==> config.mk <==
export PLATFORM = sky130hd
export DESIGN_NAME = jtag_chain1
export DESIGN_NICKNAME = d
export VERILOG_FILES = /design/src/rtl/jtag_chain1_pkg.sv /design/src/rtl/jtag_chain1_shift.sv /design/src/rtl/jtag_chain1.sv
export SDC_FILE = /design/constraint.sdc
export NUM_CORES = 1
export LEC_CHECK = 0
export ABC_AREA = 0
export CAP_MARGIN = 15
export CORE_ASPECT_RATIO = 1.25
export CORE_UTILIZATION = 30
export CTS_CLUSTER_SIZE = 20
export DETAILED_ROUTE_END_ITERATION = 16
export SKIP_LAST_GASP = 1
export SLEW_MARGIN = 30
export SYNTH_ARGS = -nofsm -noshare
export SYNTH_HDL_FRONTEND = slang
export SYNTH_HIERARCHICAL = 1
export SYNTH_SLANG_ARGS = --single-unit
export TNS_END_PERCENT = 50
==> constraint.sdc <==
create_clock -name JTCK -period 2.5 [get_ports JTCK]
set_input_delay 0.25 -clock JTCK [delete_from_list [all_inputs] [get_ports JTCK]]
set_output_delay 0.25 -clock JTCK [all_outputs]
set_load 0.02 [all_outputs]
==> src/rtl/jtag_chain1_pkg.sv <==
// jtag_chain1 shared definitions: opcodes, pending-request
// encoding and capture status bit positions.
package jtag_chain1_pkg;

   localparam int SR_W = 36;

   localparam logic [3:0] OP_NOP    = 4'h0;
   localparam logic [3:0] OP_ADDR   = 4'h1;
   localparam logic [3:0] OP_BE     = 4'h2;
   localparam logic [3:0] OP_BURST  = 4'h3;
   localparam logic [3:0] OP_RADDR  = 4'h4;
   localparam logic [3:0] OP_RBE    = 4'h5;
   localparam logic [3:0] OP_RBURST = 4'h6;
   localparam logic [3:0] OP_RSTAT  = 4'h7;
   localparam logic [3:0] OP_BWR    = 4'h8;
   localparam logic [3:0] OP_BRD    = 4'h9;
   localparam logic [3:0] OP_DMAW   = 4'hA;
   localparam logic [3:0] OP_DMAR   = 4'hC;

   typedef enum logic [1:0] {
      PEND_NONE  = 2'd0,
      PEND_WRITE = 2'd1,
      PEND_READ  = 2'd2
   } pend_e;

   localparam int ST_BUSY = 0;
   localparam int ST_PEND = 1;
   localparam int ST_ERR  = 2;

   function automatic logic op_valid(input logic [3:0] op);
      return !(op == 4'hB || op == 4'hD || op == 4'hE || op == 4'hF);
   endfunction

endpackage

==> src/rtl/jtag_chain1_shift.sv <==
// 36-bit capture/shift data register for the ER1 chain.
// An update cycle freezes the register so the command fields stay stable.
module jtag_chain1_shift
   import jtag_chain1_pkg::*;
(
   input  logic            clk_i,
   input  logic            rst_i,
   input  logic            tdi_i,
   input  logic            ce_i,
   input  logic            shift_i,
   input  logic            upd_i,
   input  logic [SR_W-1:0] cap_i,
   output logic [SR_W-1:0] sr_o,
   output logic            tdo_o
);

   logic [SR_W-1:0] sr_q;
   logic [SR_W-1:0] sr_d;

   always_comb begin
      sr_d = sr_q;
      if (upd_i) begin
         sr_d = sr_q;
      end else if (ce_i && !shift_i) begin
         sr_d = cap_i;
      end else if (ce_i && shift_i) begin
         sr_d = {tdi_i, sr_q[SR_W-1:1]};
      end
   end

   always_ff @(posedge clk_i) begin
      if (rst_i) sr_q <= '0;
      else       sr_q <= sr_d;
   end

   assign sr_o  = sr_q;
   assign tdo_o = sr_q[0];

endmodule

==> src/rtl/jtag_chain1.sv <==
// ER1 user chain: decodes shifted 36-bit commands into DMA
// register writes, ping-pong buffer accesses and DMA launches.
module jtag_chain1
   import jtag_chain1_pkg::*;
#(
   parameter int BUF_ADDR_W = 8
) (
   input  logic                  JTCK,
   input  logic                  JRST,
   input  logic                  JTDI,
   input  logic                  JCE1,
   input  logic                  JSHIFT,
   input  logic                  JUPDATE,
   input  logic                  JRTI1,
   output logic                  JTD1,
   input  logic [31:0]           pp_dataOut,
   output logic [31:0]           pp_dataIn,
   output logic [BUF_ADDR_W-1:0] pp_address,
   output logic                  pp_writeEnable,
   input  logic                  DMA_busy,
   input  logic [7:0]            DMA_block_size_IN,
   output logic [31:0]           DMA_address,
   output logic [7:0]            DMA_burst_size,
   output logic [3:0]            DMA_byte_enable,
   output logic                  DMA_start_write,
   output logic                  DMA_start_read
);

   logic [SR_W-1:0]       sr;
   logic [SR_W-1:0]       cap;
   logic [3:0]            status;
   logic                  launch;

   logic                  vld_q, vld_d;
   logic [3:0]            op_q, op_d;
   logic [31:0]           pay_q, pay_d;
   logic [31:0]           resp_q, resp_d;
   logic [31:0]           addr_q, addr_d;
   logic [3:0]            be_q, be_d;
   logic [7:0]            burst_q, burst_d;
   logic [BUF_ADDR_W-1:0] wr_ptr_q, wr_ptr_d;
   logic [BUF_ADDR_W-1:0] rd_ptr_q, rd_ptr_d;
   logic                  rdp_q, rdp_d;
   pend_e                 pend_q, pend_d;
   logic                  err_q, err_d;
   logic                  sw_q, sw_d;
   logic                  srd_q, srd_d;

   always_comb begin
      status          = '0;
      status[ST_BUSY] = DMA_busy;
      status[ST_PEND] = (pend_q != PEND_NONE);
      status[ST_ERR]  = err_q;
   end

   assign cap = {resp_q, status};

   jtag_chain1_shift u_shift (
      .clk_i   (JTCK),
      .rst_i   (JRST),
      .tdi_i   (JTDI),
      .ce_i    (JCE1),
      .shift_i (JSHIFT),
      .upd_i   (JUPDATE),
      .cap_i   (cap),
      .sr_o    (sr),
      .tdo_o   (JTD1)
   );

   assign launch = (pend_q != PEND_NONE) && JRTI1 && !DMA_busy;

   always_comb begin
      vld_d    = JUPDATE;
      op_d     = JUPDATE ? sr[3:0] : op_q;
      pay_d    = JUPDATE ? sr[SR_W-1:4] : pay_q;
      resp_d   = resp_q;
      addr_d   = addr_q;
      be_d     = be_q;
      burst_d  = burst_q;
      wr_ptr_d = wr_ptr_q;
      rd_ptr_d = rd_ptr_q;
      rdp_d    = 1'b0;
      pend_d   = pend_q;
      err_d    = err_q;
      sw_d     = 1'b0;
      srd_d    = 1'b0;

      // Launch is evaluated first so a same-cycle 0xA/0xC re-arms pending.
      if (launch) begin
         sw_d     = (pend_q == PEND_WRITE);
         srd_d    = (pend_q == PEND_READ);
         pend_d   = PEND_NONE;
         wr_ptr_d = '0;
         rd_ptr_d = '0;
      end

      if (rdp_q) begin
         resp_d   = pp_dataOut;
         rd_ptr_d = rd_ptr_q + 1'b1;
      end

      if (vld_q) begin
         err_d = !op_valid(op_q);
         case (op_q)
            OP_ADDR:   addr_d   = pay_q;
            OP_BE:     be_d     = pay_q[3:0];
            OP_BURST:  burst_d  = pay_q[7:0];
            OP_RADDR:  resp_d   = addr_q;
            OP_RBE:    resp_d   = {28'b0, be_q};
            OP_RBURST: resp_d   = {24'b0, burst_q};
            OP_RSTAT:  resp_d   = {23'b0, DMA_busy, DMA_block_size_IN};
            OP_BWR:    wr_ptr_d = wr_ptr_q + 1'b1;
            OP_BRD:    rdp_d    = 1'b1;
            OP_DMAW:   pend_d   = PEND_WRITE;
            OP_DMAR:   pend_d   = PEND_READ;
            default:   ;
         endcase
      end
   end

   always_ff @(posedge JTCK) begin
      if (JRST) begin
         vld_q    <= 1'b0;
         op_q     <= '0;
         pay_q    <= '0;
         resp_q   <= '0;
         addr_q   <= '0;
         be_q     <= 4'hF;
         burst_q  <= '0;
         wr_ptr_q <= '0;
         rd_ptr_q <= '0;
         rdp_q    <= 1'b0;
         pend_q   <= PEND_NONE;
         err_q    <= 1'b0;
         sw_q     <= 1'b0;
         srd_q    <= 1'b0;
      end else begin
         vld_q    <= vld_d;
         op_q     <= op_d;
         pay_q    <= pay_d;
         resp_q   <= resp_d;
         addr_q   <= addr_d;
         be_q     <= be_d;
         burst_q  <= burst_d;
         wr_ptr_q <= wr_ptr_d;
         rd_ptr_q <= rd_ptr_d;
         rdp_q    <= rdp_d;
         pend_q   <= pend_d;
         err_q    <= err_d;
         sw_q     <= sw_d;
         srd_q    <= srd_d;
      end
   end

   assign pp_writeEnable  = vld_q && (op_q == OP_BWR);
   assign pp_address      = (vld_q && (op_q == OP_BRD)) ? rd_ptr_q : wr_ptr_q;
   assign pp_dataIn       = pay_q;
   assign DMA_address     = addr_q;
   assign DMA_burst_size  = burst_q;
   assign DMA_byte_enable = be_q;
   assign DMA_start_write = sw_q;
   assign DMA_start_read  = srd_q;

endmodule

Word level (Yosys, flattened, before mapping)

Cells that the tools add are included.

Add/sub/neg operators: 2
Equal/unequal tests: 17
Multiplexer cells: 15
Bitwise operators: 3
Reduce and logical (&&, ||, !) cells: 20

Operator list:

| cell                  | number |
|---|---|
| $pmux W32 S4          | 1 |
| $mux W36              | 2 |
| $mux W32              | 2 |
| $mux W8               | 6 |
| $eq A4 B4 Y1 const B  | 8 |
| $add A8 B1 Y8 const B | 2 |
| $eq A4 B3 Y1 const B  | 4 |
| $eq A4 B2 Y1 const B  | 2 |
| $reduce_and A2 Y1     | 4 |
| $logic_and A1 B1 Y1   | 6 |
| $reduce_bool A2 Y1    | 3 |
| $eq A4 B1 Y1 const B  | 1 |
| $mux W2               | 2 |
| $pmux W2 S2           | 1 |
| $reduce_or A2 Y1      | 2 |
| $logic_or A1 B1 Y1    | 3 |
| $not A1 Y1            | 3 |
| $eq A2 B1 Y1 const B  | 1 |
| $eq A2 B2 Y1 const B  | 1 |
| $logic_not A1 Y1      | 2 |
| $mux W1               | 1 |

Flip-flop bits (word level): 171
Logic and storage cells: 72

Depth between registers and ports, before layout

Gate-level depths: netlist of the first run.

Word-level depth: 6
Mapped depth: 7
Mapped depth without buffers: 5

By module

Netlist of the first run, hierarchy kept.

Modules (own cells, without submodules):

| module            | instances | cells an instance | area each (µm²) | sequential area each (µm²) |
|---|---|---|---|---|
| jtag_chain1       | 1         | 642               | 5983.2          | 2702.6 |
| jtag_chain1_shift | 1         | 162               | 1650.3          | 720.7 |

Least setup slack after synthesis of the first run

OpenSTA, ideal clock, no wires.

Path kind: register to output
Start point: register op_q[2]
End point: output pp_address[4]
Data arrival time: 1480 ps
Path slack: 770 ps
Stages on the path, launching flop included: 5
Path buffers: 1
Path through: dfxtp_1 -> and3b_2 -> and2_4 -> buf_6 -> o21ai_0

Cells in the longest elaborated chain, start to end: 3

Ends and longest elaborated chain:

| element                  | RTL line           | text |
|---|---|---|
| start: declaration       | jtag_chain1.sv:35  | `logic [3:0] op_q, op_d;` |
| start signal: assignment | jtag_chain1.sv:139 | `op_q <= op_d;` |
| $eq A4 B4 Y1             | jtag_chain1.sv:156 | `assign pp_address = (vld_q && (op_q == OP_BRD)) ? rd_ptr_q : wr_ptr_q;` |
| $logic_and A1 B1 Y1      | jtag_chain1.sv:156 |  |
| $mux W8                  | jtag_chain1.sv:156 |  |
| end: declaration         | jtag_chain1.sv:18  | `output logic [BUF_ADDR_W-1:0] pp_address,` |

Every way passes these cells.

Worst setup path after layout of the first run

Start point: register op_q[3]
End point: output pp_address[1]

The elaborated chain is that of the path after synthesis.

==> metrics.md, run 1 <==
| Metric | Value |
|---|---|
| Mapped Nets | 854 |
| CP Cell Sequence | and3b_2 > and2_4 > mux2_4 > clkdlybuf4s50_1 |
| Fin crit period | 2450 ps |
| Max-cap viol count | 0 |
| First-pass GRT wire length | 32.2 mm |
| Area of the multi-input gates | 0.00375 mm^2 |
| Netlist Area Pre-Place | 0.00763 mm^2 |
| Via density | 4.83 |
| Vias in the first global route | 5770 |
| Crit share post-route | 98.1% |
| Crit-path slowest cell | clkdlybuf4s50_1 |
| VDD IR max | 0.000374 V |
| Outcome | complete, no violations |
| Sink Count | 171 |
| Cell Count, Final, Fillers Out | 1254 |
| HPWL Detailed | 13.9 mm |
| Sequential area share after synthesis | 44.8% |
| Asr flop ratio synth | 0% |
| YS warnings | 6 |
| Slowest stage delay, CP | 530 ps |
| Io pins | 136 |
| Syn Area/Cell | 9.49 um^2 |
| CP Data Arrival Time | 2200 ps |
| Static Leakage | 3.47 nW |
| Starting Density | 30.9% |
| Int Power | 4.49 mW |
| Antenna violations before repair | 0 |
| Reg power frac | 47.5% |
| Antenna viol nets, final | 0 |
| GR Overflow Total | 0 |
| RSZ-0062 raised after global routing | yes |
| P&R area growth vs syn | 27.7% |
| Gate power share | 7.4% |
| ANT cells | 0 |
| Clock Power Share | 45.2% |
| CTS Buf Count | 17 |
| Port-buffer cells | 135 |
| Clock skew | 10.2 ps |
| Crit Path Max Fanout | 11 |
| Skew-Pair Late Insertion Delay | 430 ps |
| # nets final | 961 |
| Share of layout cells above drive strength 1 | 15.0% |
| Postcts setup bufs | 0 |
| Final setup fails | 0 |
| Dominant synthesized flop cell | dfxtp_1 |
| Worst Setup End Kind | primary output |
| Max H-tree Level | 4 |
| Post-Route WL | 20.7 mm |
| PostCTS Resize Cnt | 3 |
| # DRC | 0 |
| Least-Margin Pin Slew | 691 ps |
| Gpl congestion | 0.769 |
| Die H | 180 um |
| Cell Rows | 64 |
| Yosys reg bits | 171 |
| Total Neg Setup Slack | 0 ps |
| Max Buffers Root-to-Sink | 2 |
| Total power | 5.98 mW |
| Fillers | 2457 |
| Sw Ratio | 24.8% |
| Hold WC Path Type | primary input to flip-flop |
| Slew margin rel. | 53.9% |
| WS Path Type | flip-flop to primary output |
| Critical Path RT | 2250 ps |
| Switch Pwr | 1.48 mW |
| Post-synth EDFFs | 0 |
| CTS tree | yes |
| Largest net degree at the start of global routing | 73 |
| Die ar. | 0.0261 mm^2 |
| Die X | 145 um |
| Final hold viol count | 0 |
| Vias post-DR | 6056 |
| Hold buffer count at cts | 0 |
| Drt wl/cell | 16.5 um |
| Critical Path Start Type | flip-flop |
| DRT Pass-1 Iters | 4 |
| Count of final max-slew check failures | 0 |
| Mapped Cells | 804 |
| Synth cell types | 51 |
| Total GRT Usage | 16.1% |
| Clock Pin Slew Worst Setup and Hold Paths | 70 ps |
| Core footprint | 0.0247 mm^2 |
| Register area | 0.00343 mm^2 |
| Initial drt markers | 212 |
| Root Buffer | clkbuf_16 |
| Placed Instances | 1222 |
| PwrDens | 613 mW/mm^2 |
| Max Clock Freq | 0.408 GHz |
==> power groups by stage <==
stage / logic (mW) / registers [mW] / clock network [mW]
finish: 0.441 / 2.84 / 2.70
global route: 0.472 / 2.84 / 2.89
floorplan: 0.251 / 2.91 / 0
global placement: 0.443 / 2.90 / 0
CTS: 0.446 / 2.84 / 2.77
detailed placement: 0.444 / 2.90 / 0
==> sequential cells by signal (all words and copies together), names as in the netlist, 2 cells and up <==
signal	cells
DMA_burst_size	8
DMA_byte_enable	4
rd_ptr_q	8
pend_q	2
op_q	4
wr_ptr_q	8
DMA_address	32
u_shift/sr_o	36
pp_dataIn	32
resp_q	32
==> cell families after synthesis <==
| kind of cell | synth area share [%] |
|---|---|
| AO/OA/AOI/OAI | 14.2 |
| adder cells (fa/ha/maj) | 0.459 |
| buffers and inverters | 6.24 |
| flip-flops | 44.8 |
| multiplexers | 16.6 |
| other | 0.0491 |
| AND/OR/NAND/NOR | 17.6 |
==> cell usage after synthesis (2+ instances only) <==
| library cell | count | area [um^2] |
|---|---|---|
| a211oi_1 | 43 | 323 |
| a211oi_2 | 2 | 25.0 |
| a21oi_1 | 57 | 285 |
| a21oi_2 | 20 | 175 |
| a221oi_1 | 9 | 78.8 |
| a22o_1 | 4 | 35.0 |
| a311oi_1 | 2 | 17.5 |
| a31oi_1 | 6 | 37.5 |
| and2_4 | 3 | 26.3 |
| and3_1 | 4 | 25.0 |
| and4_1 | 2 | 17.5 |
| buf_1 | 2 | 7.51 |
| buf_12 | 5 | 100 |
| buf_2 | 18 | 90.1 |
| buf_4 | 9 | 67.6 |
| buf_6 | 8 | 90.1 |
| clkbuf_1 | 23 | 86.3 |
| dfxtp_1 | 171 | 3420 |
| ha_1 | 2 | 25.0 |
| inv_1 | 4 | 15.0 |
| mux2_2 | 24 | 270 |
| mux2_4 | 5 | 75.1 |
| mux2i_1 | 92 | 921 |
| nand2_1 | 113 | 424 |
| nand2b_1 | 2 | 12.5 |
| nand3_1 | 17 | 85.1 |
| nand3_2 | 20 | 200 |
| nand3b_1 | 7 | 52.6 |
| nor2_1 | 89 | 334 |
| nor2b_1 | 10 | 62.6 |
| nor4b_1 | 2 | 17.5 |
| o21a_1 | 3 | 22.5 |
| o21ai_0 | 6 | 30.0 |
| o32ai_1 | 2 | 17.5 |
| or2_2 | 2 | 12.5 |
==> routing by layer <==
layer / global-route usage (%) / wire length, um / part of all wire [%] / up-vias
met3: 3.16 / 897 / 4.3 / 16
met2: 27.5 / 10200 / 49 / 147
li1: - / - / - / 3048
met1: 20.3 / 9470 / 46 / 2845
met5: 0 / 0 / 0 / -
met4: 4.13 / 199 / 0.96 / 0
==> final cells by class <==
| class | count | area share [%] |
|---|---|---|
| sequential | 171 | 35.1 |
| timing repair buffer | 155 | 16.0 |
| clock inverter | 13 | 1.62 |
| inverter | 4 | 0.154 |
| tap | 330 | 4.23 |
| multi-input combinational | 562 | 38.4 |
| clock buffer | 19 | 4.44 |
==> per-stage QoR <==
stage | hold WS, ps | setup slack (ps) | util [%] | instance area, um^2
6_report | 213 | 46.9 | 39.4 | 9750
5_1_grt | 215 | -44.6 | 39.4 | 9750
4_1_cts | 213 | 34.2 | 39.4 | 9750
3_5_place_dp | 450 | 347 | 37.0 | 9150
3_3_place_gp | 450 | 386 | 37.0 | 9150
2_1_floorplan | 428 | 770 | - | 7630
==> layout by cell type (no fill, tap or decap), types with 3 or more instances in the layout <==
cell | synthesis | layout
dfxtp_1 | 171 | 168
clkdlybuf4s50_1 | 0 | 129
nand2_1 | 113 | 113
mux2i_1 | 92 | 92
nor2_1 | 89 | 89
a21oi_1 | 57 | 57
a211oi_1 | 43 | 43
mux2_2 | 24 | 24
nand3_2 | 20 | 20
a21oi_2 | 20 | 20
nand3_1 | 17 | 17
clkbuf_16 | 0 | 17
buf_4 | 9 | 15
nor2b_1 | 10 | 9
a221oi_1 | 9 | 9
nand3b_1 | 7 | 7
o21ai_0 | 6 | 6
a31oi_1 | 6 | 6
mux2_4 | 5 | 5
buf_12 | 5 | 5
inv_1 | 4 | 4
a22o_1 | 4 | 4
and3_1 | 4 | 4
inv_6 | 0 | 4
and2_4 | 3 | 3
o21a_1 | 3 | 3
inv_8 | 0 | 3
dfxtp_2 | 0 | 3
==> final timing paths <==
check / start / to / slack [ps] / depth (start not counted)
worst max-delay path: op_q[3]$_SDFFE_PP0P_ / pp_address[1] / 50 / 4
worst min-delay path: JRST / resp_q[20]$_SDFF_PP0_ / 210 / 2
worst max register to register: op_q[1]$_SDFFE_PP0P_ / wr_ptr_q[5]$_SDFF_PP0_ / 650 / 6
worst min register to register: pend_q[1]$_SDFF_PP0_ / DMA_start_write$_SDFF_PP0_ / 460 / 1
==> worst max-delay path, delay by kind of cell, from the launching register on <==
| family | cells | cell delay (ps) |
|---|---|---|
| AND/OR/NAND/NOR | 2 | 520 |
| multiplexers | 1 | 310 |
| buffers and inverters | 1 | 530 |
| flip-flops | 1 | 410 |
No activity file was read; power rests on OpenSTA's default activity.
==> inputs of run 2 (changes only) <==
--- a/config.mk
+++ b/config.mk
@@ -9,6 +9,7 @@
 export CAP_MARGIN = 15
 export CORE_ASPECT_RATIO = 1.25
 export CORE_UTILIZATION = 30
+export CTS_CLUSTER_DIAMETER = 40
 export CTS_CLUSTER_SIZE = 20
 export DETAILED_ROUTE_END_ITERATION = 16
 export SKIP_LAST_GASP = 1
==> results of run 2 <==
No change in the layout: final DEF, timing and power equal those of run 1.
